## src/rtl/dilithium_pkg.sv

```systemverilog
// Shared constants, mode encodings and FSM states for the poly stream I/O path.
// Word layout: coefficient 4k+j sits in word k at bits [24j+23:24j].
package dilithium_pkg;

  localparam int COEFF_W = 24;
  localparam int LANES   = 4;
  localparam int DEPTH   = 64;
  localparam int Q       = 8380417;

  localparam int WORD_W = LANES * COEFF_W;
  localparam int AW     = $clog2(DEPTH);
  localparam int CW     = $clog2(LANES * DEPTH);

  localparam logic [CW-1:0] LAST_COEFF = CW'(LANES * DEPTH - 1);
  localparam logic [AW-1:0] LAST_WORD  = AW'(DEPTH - 1);

  localparam logic MODE_LOAD   = 1'b0;
  localparam logic MODE_UNLOAD = 1'b1;

  typedef enum logic [2:0] {
    IDLE,
    LOAD,
    UNLOAD_PRIME,
    UNLOAD,
    FINISH
  } state_t;

endpackage

```

## src/rtl/poly_stream_io_word_skid_buffer.sv

```systemverilog
// word_skid_buffer: 2-entry FIFO of BRAM words used on the UNLOAD path.
// Entry 0 is always the head; push and pop may happen in the same cycle.
module word_skid_buffer
  import dilithium_pkg::*;
(
  input  logic              clk,
  input  logic              rst,
  input  logic              clr_i,
  input  logic              push_i,
  input  logic              pop_i,
  input  logic [WORD_W-1:0] din_i,
  output logic [WORD_W-1:0] head_o,
  output logic [1:0]        count_o,
  output logic              space_o
);

  logic [WORD_W-1:0] e0_q, e1_q;
  logic [1:0]        cnt_q;

  always_ff @(posedge clk) begin
    if (rst || clr_i) begin
      e0_q  <= '0;
      e1_q  <= '0;
      cnt_q <= '0;
    end else begin
      unique case ({push_i, pop_i})
        2'b10: begin
          if (cnt_q == 2'd0) e0_q <= din_i;
          else               e1_q <= din_i;
          cnt_q <= cnt_q + 2'd1;
        end
        2'b01: begin
          e0_q  <= e1_q;
          cnt_q <= cnt_q - 2'd1;
        end
        2'b11: begin
          if (cnt_q == 2'd1) begin
            e0_q <= din_i;
          end else begin
            e0_q <= e1_q;
            e1_q <= din_i;
          end
        end
        default: ;
      endcase
    end
  end

  assign head_o  = e0_q;
  assign count_o = cnt_q;
  assign space_o = (cnt_q != 2'd2);

endmodule

```

## src/rtl/poly_stream_io.sv

```systemverilog
// poly_stream_io: packs a coefficient stream into BRAM words and back again.
// Optional sticky range check on loaded data: POLY_STREAM_IO_RANGE_CHECK_EN.
module poly_stream_io
  import dilithium_pkg::*;
(
  input  logic               clk,
  input  logic               rst,
  input  logic               start,
  input  logic               mode,
  output logic               done,
  output logic               busy,
  input  logic               s_valid,
  output logic               s_ready,
  input  logic [COEFF_W-1:0] s_data,
  output logic               m_valid,
  input  logic               m_ready,
  output logic [COEFF_W-1:0] m_data,
  output logic               m_last,
  output logic [AW-1:0]      addra,
  input  logic [WORD_W-1:0]  doa,
  output logic [AW-1:0]      addrb,
  output logic               web,
  output logic [WORD_W-1:0]  dib,
  output logic               range_err
);

  state_t                 state_q;
  logic [CW-1:0]          cnt_q;
  logic [3*COEFF_W-1:0]   pack_q;
  logic                   s_ready_q, busy_q, done_q, web_q;
  logic [AW-1:0]          addrb_q, addra_q, raddr_q;
  logic [WORD_W-1:0]      dib_q;
  logic                   s1_q, s2_q, rd_last_q;

  logic [WORD_W-1:0]  head, word_sel;
  logic [1:0]         buf_cnt;
  logic               buf_space;
  logic [COEFF_W-1:0] lane;
  logic [2:0]         occ;
  logic               hs_in, hs_out, pop, issue, mv, accept;

  assign accept = (state_q == IDLE) && start;
  assign hs_in  = s_valid && s_ready_q;
  assign mv     = (state_q == UNLOAD) && ((buf_cnt != 2'd0) || s2_q);
  assign hs_out = mv && m_ready;
  assign pop    = hs_out && (cnt_q[1:0] == 2'd3) && (buf_cnt != 2'd0);

  // words held plus reads still in flight, net of this cycle's pop
  assign occ = {1'b0, buf_cnt} + {2'b0, s1_q} + {2'b0, s2_q}
             - {2'b0, pop};

  assign issue = ((state_q == UNLOAD_PRIME) || (state_q == UNLOAD))
              && !rd_last_q && (occ < 3'd2) && (buf_space || pop);

  // empty buffer: the word arriving from BRAM falls straight through
  assign word_sel = (buf_cnt != 2'd0) ? head : doa;
  assign lane     = word_sel[cnt_q[1:0]*COEFF_W +: COEFF_W];

  word_skid_buffer u_buf (
    .clk     (clk),
    .rst     (rst),
    .clr_i   (accept),
    .push_i  (s2_q),
    .pop_i   (pop),
    .din_i   (doa),
    .head_o  (head),
    .count_o (buf_cnt),
    .space_o (buf_space)
  );

  always_ff @(posedge clk) begin
    if (rst) begin
      state_q   <= IDLE;
      cnt_q     <= '0;
      pack_q    <= '0;
      s_ready_q <= 1'b0;
      busy_q    <= 1'b0;
      done_q    <= 1'b0;
      web_q     <= 1'b0;
      addrb_q   <= '0;
      dib_q     <= '0;
      addra_q   <= '0;
      raddr_q   <= '0;
      s1_q      <= 1'b0;
      s2_q      <= 1'b0;
      rd_last_q <= 1'b0;
    end else begin
      web_q  <= 1'b0;
      done_q <= 1'b0;
      s1_q   <= 1'b0;
      s2_q   <= s1_q;
      if (issue) begin
        addra_q   <= raddr_q;
        raddr_q   <= raddr_q + AW'(1);
        s1_q      <= 1'b1;
        rd_last_q <= (raddr_q == LAST_WORD);
      end
      unique case (state_q)
        IDLE: begin
          if (start) begin
            busy_q <= 1'b1;
            cnt_q  <= '0;
            if (mode == MODE_LOAD) begin
              state_q   <= LOAD;
              s_ready_q <= 1'b1;
            end else begin
              state_q   <= UNLOAD_PRIME;
              addra_q   <= '0;
              raddr_q   <= AW'(1);
              s1_q      <= 1'b1;
              rd_last_q <= 1'b0;
            end
          end
        end
        LOAD: begin
          if (!s_ready_q) begin
            state_q <= FINISH;
            done_q  <= 1'b1;
          end else if (hs_in) begin
            pack_q <= {s_data, pack_q[3*COEFF_W-1:COEFF_W]};
            cnt_q  <= cnt_q + CW'(1);
            if (cnt_q[1:0] == 2'd3) begin
              web_q   <= 1'b1;
              addrb_q <= cnt_q[CW-1:2];
              dib_q   <= {s_data, pack_q};
            end
            if (cnt_q == LAST_COEFF) s_ready_q <= 1'b0;
          end
        end
        UNLOAD_PRIME: state_q <= UNLOAD;
        UNLOAD: begin
          if (hs_out) begin
            cnt_q <= cnt_q + CW'(1);
            if (cnt_q == LAST_COEFF) begin
              state_q <= FINISH;
              done_q  <= 1'b1;
            end
          end
        end
        FINISH: begin
          state_q <= IDLE;
          busy_q  <= 1'b0;
        end
        default: state_q <= IDLE;
      endcase
    end
  end

`ifdef POLY_STREAM_IO_RANGE_CHECK_EN
  logic range_q;

  always_ff @(posedge clk) begin
    if (rst || accept)
      range_q <= 1'b0;
    else if (hs_in && (s_data >= COEFF_W'(Q)))
      range_q <= 1'b1;
  end

  assign range_err = range_q;
`else
  assign range_err = 1'b0;
`endif

  assign s_ready = s_ready_q;
  assign busy    = busy_q;
  assign done    = done_q;
  assign web     = web_q;
  assign addrb   = addrb_q;
  assign dib     = dib_q;
  assign addra   = addra_q;
  assign m_valid = mv;
  assign m_data  = mv ? lane : '0;
  assign m_last  = mv && (cnt_q == LAST_COEFF);

endmodule
```

## config.mk

```make
export PLATFORM = sky130hd
export DESIGN_NAME = poly_stream_io
export DESIGN_NICKNAME = d
export VERILOG_FILES = /design/src/rtl/dilithium_pkg.sv /design/src/rtl/poly_stream_io_word_skid_buffer.sv /design/src/rtl/poly_stream_io.sv
export SDC_FILE = /design/constraint.sdc
export NUM_CORES = 1
export LEC_CHECK = 0
export CAP_MARGIN = 20
export CORE_MARGIN = 10
export CORE_UTILIZATION = 40
export CTS_CLUSTER_DIAMETER = 40
export DETAILED_ROUTE_END_ITERATION = 7
export PLACE_DENSITY_LB_ADDON = 0.2
export RECOVER_POWER = 100
export SLEW_MARGIN = 20
export SYNTH_ARGS = -nofsm -noshare
export SYNTH_HDL_FRONTEND = slang
export SYNTH_SLANG_ARGS = --single-unit
```

## constraint.sdc

```tcl
create_clock -name clk -period 4.5 [get_ports clk]
set_input_delay 0.45 -clock clk [delete_from_list [all_inputs] [get_ports clk]]
set_output_delay 0.45 -clock clk [all_outputs]
set_load 0.005 [all_outputs]
```

After elaboration in Yosys (flattened, before gate mapping)
Cells that the tools add are included.
{ "op_classes": {"addsub": 7, "multipliers": 1, "order_cmp": 1, "n_eq_ne": 22, "shift": 1, "muxes": 49, "n_bitwise": 3, "reduce_logical": 33} }
{ "op_table": {"columns": ["op", "count"], "rows": [
  ["2-to-1 mux 96 bit", 5],
  ["case mux 96 bit (3 select lines)", 1],
  ["case mux 96 bit (2 select lines)", 1],
  ["indexed part select 96 x 8 -> 24 bit", 1],
  ["2-to-1 mux 6 bit", 8],
  ["2-to-1 mux 8 bit", 4],
  ["2-to-1 mux 24 bit", 1],
  ["case mux 8 bit (3 select lines)", 1],
  ["2-to-1 mux 1 bit", 18],
  ["inequality test 2 bit, second input constant", 9],
  ["2-to-1 mux 3 bit", 4],
  ["case mux 3 bit (4 select lines)", 1],
  ["logical AND 1 bit", 10],
  ["nonzero test 2 bit", 5],
  ["AND reduction 3 bit", 3],
  ["adder 8 x 1 -> 8 bit, second input constant", 1],
  ["== test 8 bit, second input constant", 1],
  ["AND reduction 4 bit", 2],
  ["adder 6 x 1 -> 6 bit, second input constant", 1],
  ["== test 2 bit, second input constant", 3],
  ["== test 3 x 2 -> 1 bit, second input constant", 2],
  ["== test 6 bit, second input constant", 1],
  ["case mux 1 bit (2 select lines)", 3],
  ["nonzero test 3 bit", 2],
  ["21 further kinds", 29]
]} }
{ "word_totals": {"reg_bits": 398, "input_bits": 126, "out_inout_bits": 139, "wordCells": 134} }

Depth between registers and ports, before layout
{ "depth": {"ltp_word": 14, "ltp_mapped": 14, "mapped_depth_nobuf": 13} }

Modules after synthesis
A second synthesis with hierarchy kept.
{ "unflattened": {"hier_cells": 2254, "area_unflattened_um2": 18330.1} }
{ "by_module_without_submodules": {"columns": ["module", "instances", "cells_per_inst", "area_each_um2", "seq_area_each_um2"], "rows": [
  ["word_skid_buffer", 1, 1058, 9215.1, 3883.7],
  ["poly_stream_io", 1, 1196, 9115.0, 4083.9]
]} }

Worst setup path before layout
Ideal clock, no wire load.
{ "synth_timing": {"kind": "reg-to-reg", "start": "register u_buf.cnt_q[0] (netlist: u_buf.count_o[0])", "end": "register raddr_q[2]", "setup_time_ps": 70, "arrival_time_ps": 3415, "required_ps": 4430, "path_slack_ps": 1015, "stages_incl_launch_ff": 15, "n_path_buf": 1, "period_less_slack_ps": 3485, "path_cell_list": "dfxtp_1 inv_1 ha_1 nand3b_1 nor2_1 ha_1 inv_1 ha_1 a21o_1 fa_1 nor4b_4 nand2_2 buf_6 or4_1 a21oi_1"} }
{ "synth_via": {"elab_chain_len": 14, "word_cells_on_any_way": 18, "classes_between": "add/sub (3); order compare (1); eq/ne (1); mux (4); reduce/logical (9)"} }
{ "synth_rtl": {"columns": ["item", "line_no", "source"], "rows": [
  ["from (decl)", "poly_stream_io_word_skid_buffer.sv:18", "logic [1:0] cnt_q;"],
  ["from (signal assigned)", "poly_stream_io_word_skid_buffer.sv:30", "cnt_q <= cnt_q + 2'd1;"],
  ["from (signal assigned)", "poly_stream_io_word_skid_buffer.sv:34", "cnt_q <= cnt_q - 2'd1;"],
  ["parallel branches: the longest is 9 deep, another holds adder 2 x 1 -> 3 bit", null, null],
  ["logical AND 1 bit (*)", "poly_stream_io.sv:53", "&& !rd_last_q && (occ < 3'd2) && (buf_space || pop);"],
  ["2-to-1 mux 6 bit (*)", "poly_stream_io.sv:92", "if (issue) begin"],
  ["2-to-1 mux 6 bit", "poly_stream_io.sv:103", "if (mode == MODE_LOAD) begin"],
  ["2-to-1 mux 6 bit", "poly_stream_io.sv:100", "if (start) begin"],
  ["2-to-1 mux 6 bit (*)", "poly_stream_io.sv:98", "unique case (state_q)"],
  ["to (signal assigned)", "poly_stream_io.sv:94", "raddr_q <= raddr_q + AW'(1);"],
  ["to (decl)", "poly_stream_io.sv:31", "logic [AW-1:0] addrb_q, addra_q, raddr_q;"]
]} }
Every way passes the cells marked *.
A chain may end at the register's enable or synchronous reset.

Final worst setup path
{ "layout_timing": {"start": "register u_buf.cnt_q[1] (netlist: u_buf.count_o[1])", "end": "output m_data[0]"} }
{ "layout_via": {"elab_chain_len": 4, "word_cells_on_any_way": 6, "classes_between": "shift (1); mux (2); reduce/logical (3)"} }
{ "layout_rtl": {"columns": ["item", "line_no", "source"], "rows": [
  ["nonzero test 2 bit (*)", "poly_stream_io.sv:44, poly_stream_io.sv:56", null],
  ["2-to-1 mux 96 bit or logical OR 1 bit (tied branches)", "poly_stream_io.sv:56, poly_stream_io.sv:44", null],
  ["indexed part select 96 x 8 -> 24 bit or logical AND 1 bit (tied branches)", "poly_stream_io.sv:57, poly_stream_io.sv:44", null],
  ["2-to-1 mux 24 bit (*)", "poly_stream_io.sv:172", "assign m_data = mv ? lane : '0;"],
  ["to (decl)", "poly_stream_io.sv:17", "output logic [COEFF_W-1:0] m_data,"]
]} }
Every way passes the cells marked *; elsewhere a longest branch is shown, timed or not.

==> qor.txt <==
Status: complete, but fails checks
Failing checks: capacitance limit, slew limit
CTS Buf Count: 58
Worst Tran Pin Value: 2.32 ns
Num rows: 74
Top cells by area, synth: dfxtp_1 (49%), nand2_1 (13%), a21oi_1 (8.5%), mux4_2 (6.6%), a221oi_1 (5.1%)
Max frequency: 0.242 GHz
Warnings, synthesis: 0
Initial DRC Count: 1156
Final TNS setup: 0 ns
Net Switching: 2.52 mW
Reg2reg setup slack: 0.62 ns
Vias in the first global route: 14300
Post-synth cell types: 56
First-pass GRT wire length: 81900 µm
Met2 WL post-DR: 25700 µm
Post-synthesis sequential area ratio: 48.6%
Fin util: 52.5%
Met1 wire length: 21100 µm
DRC viols: 0
Int Power: 7.16 mW
Main synth FF type: dfxtp_1
Total Routing Usage GR: 20.3%
Top layer in use: met5
Setup CP Type: flip-flop to output port
Net Sw Frac: 26.0%
Cell accounting for the most synthesized area: dfxtp_1
Largest net degree at the start of global routing: 116
Post-synth EDFFs: 0
Mapped Cells: 1933
TritonCTS clock tree: done
Setup crit start kind: flip-flop
Final setup vio count: 0
Num ports: 265
Crit path time final: 4.13 ns
Initial Utilization: 40.3%
Core outline area: 40600 µm²
RSZ-0062 raised after global routing: false
Max-Cap Viols: 4
DR vias: 14600
Arrival @ worst endpoint: 3.68 ns
H-tree lvl count: 2
CP Capture Type: output port
Async S/R FF share, synth: 0%
Synthesized cell area: 16400 µm²
Fin. max-slew vios: 349
Clk slew on worst S/H paths: 0.06 ns
Leak pwr: 7.39 nW
Die Area: 49500 µm²
Worst Path Required: 4.05 ns
CTS max path bufs: 3
Final Hold Viols: 0
Total clock sinks: 398
Mean area per synthesized cell: 8.48 µm²
Root buf cell: clkbuf_16
Post-synth top area share: 48.6%
Nets@finish: 2247
Routability cong.: 0.820
CTS resizes: 0
Reg power frac: 38.4%
Post-synthesis register bit count: 398
Hold WC Path Type: input port to flip-flop
DP Wirelength: 33600 µm
Hold buffers post-CTS: 0
Crit share post-route: 91.7%
Comb power frac: 10.7%
Post-CTS setup buffers: 0
First-pass detailed-route iteration total: 5
Syn Nets: 2070
Commonest non-fill, non-tap cell in the layout: nand2_1
Grt ovf: 0
Slew margin rel.: -55.0%
Clock Skew: 0.0187 ns
PD cells: 454 nW/µm²
Initial antenna violation count: 7
Peak VDD IR: 0.294 mV
Post-DRT Antenna Nets: 0
Area growth, synth to finish: 30.0%
WL/cell: 19.4 µm
Die X: 222 µm
Drt total wl: 52300 µm
Clk pwr share: 50.9%
Max Fanout on Critical Path: 50
Share of cells above drive strength 1: 9.08%
PortBufs: 263
Via-per-instance ratio: 5.41
Clock Latency Late Sink: 0.61 ns
Wire length on met3: 3930 µm
Most frequent cells in the layout: nand2_1 (567), dfxtp_1 (397), a21oi_1 (279)
Die Ht: 222 µm
## worst max-delay path: stages, from the launching register on
cell and delay (ns):
dfxtp_1 0.33, inv_1 0.15, ha_1 0.21, buf_4 0.66, nand2b_1 0.22, nand2b_1 0.13
clkbuf_2 0.55, nor2_1 0.17, dlygate4sd3_1 0.63
## cell families (layout without fill, tap and decap cells)
| logic type | count (synthesis) | after routing | share of synthesized area (%) |
|---|---|---|---|
| DFF | 398 | 398 | 48.6 |
| xor gates and xnor gates | 3 | 3 | 0.160 |
| adders and majority gates | 11 | 11 | 0.885 |
| and+or+nand+nor | 852 | 852 | 21.6 |
| muxes | 83 | 83 | 8.73 |
| buffers and inverters | 180 | 406 | 4.98 |
| other | 1 | 5 | 0.0229 |
| AOI/OAI and AO/OA | 405 | 405 | 15.1 |
## area by class of cell
type | count | area, µm²
fill | 3777 | 19300
sequential | 398 | 7970
multi-input combinational | 1355 | 7650
timing repair buffer | 286 | 2840
clock buffer | 66 | 1540
tap | 532 | 666
clock inverter | 43 | 596
inverter | 11 | 41.3
antenna | 4 | 10.0
## power by group through the flow
stage          clock (mW)  sequential [mW]  combinational (mW)
2_1_floorplan           0             3.76               0.713
3_3_place_gp            0             3.78                1.05
3_5_place_dp            0             3.79                1.06
4_1_cts              5.02             3.71                1.07
5_1_grt              5.18             3.73                1.14
6_report             4.92             3.71                1.04
## per-stage QoR
step                setup slack [ns]  area [µm²]  total power [mW]  hold slack [ns]  instances
floorplan                       1.02       16400              4.47            0.432       1933
global placement               0.656       19200              4.83            0.441       2580
detailed placement             0.558       19200              4.85            0.444       2581
CTS                            0.547       21400              9.80            0.376       2690
global route                   0.204       21300              10.0            0.419       2692
finish                         0.375       21300              9.68            0.430       2695
## registers in the layout, indices dropped and copies added, names as in the netlist
name,count
raddr_q,6
busy,1
cnt_q,8
addrb,6
state_q,3
done,1
u_buf.count_o,2
s_ready,1
s2_q,1
addra,6
web,1
dib,96
u_buf.e1_q,96
pack_q,72
s1_q,1
u_buf.head_o,96
rd_last_q,1
## per-layer routing
layer / GRT usage [%] / up-vias
met5: 0 / -
met3: 6.07 / 88
met2: 34.2 / 459
met4: 6.73 / 6
met1: 24.1 / 6960
li1: - / 7065
## cell usage after synthesis (3+ instances only)
| master | number |
|---|---|
| a21oi_1 | 279 |
| a221oi_1 | 96 |
| and2_1 | 3 |
| buf_1 | 4 |
| buf_2 | 77 |
| buf_6 | 5 |
| clkbuf_1 | 81 |
| dfxtp_1 | 398 |
| ha_1 | 10 |
| inv_1 | 10 |
| mux2i_1 | 35 |
| mux4_2 | 48 |
| nand2_1 | 567 |
| nand2b_1 | 3 |
| nand3_1 | 3 |
| nand4_1 | 4 |
| nor2_1 | 131 |
| nor2b_1 | 4 |
| nor3_1 | 100 |
| nor3b_1 | 3 |
| nor4_1 | 5 |
| o21a_1 | 5 |
| o31ai_1 | 6 |
| or2_2 | 3 |
| or3_1 | 6 |
| or4_1 | 6 |
| xor2_1 | 3 |
## worst paths after layout
check | from | to | cells past startpoint
max | u_buf.count_o[1] | m_data[0] | 8
min | s_data[0] | dib[72] | 3
max reg2reg | u_buf.count_o[0] | raddr_q[3] | 13
min reg2reg | dib[74] | dib[74] | 2
Power figures use the tool's default switching activity.
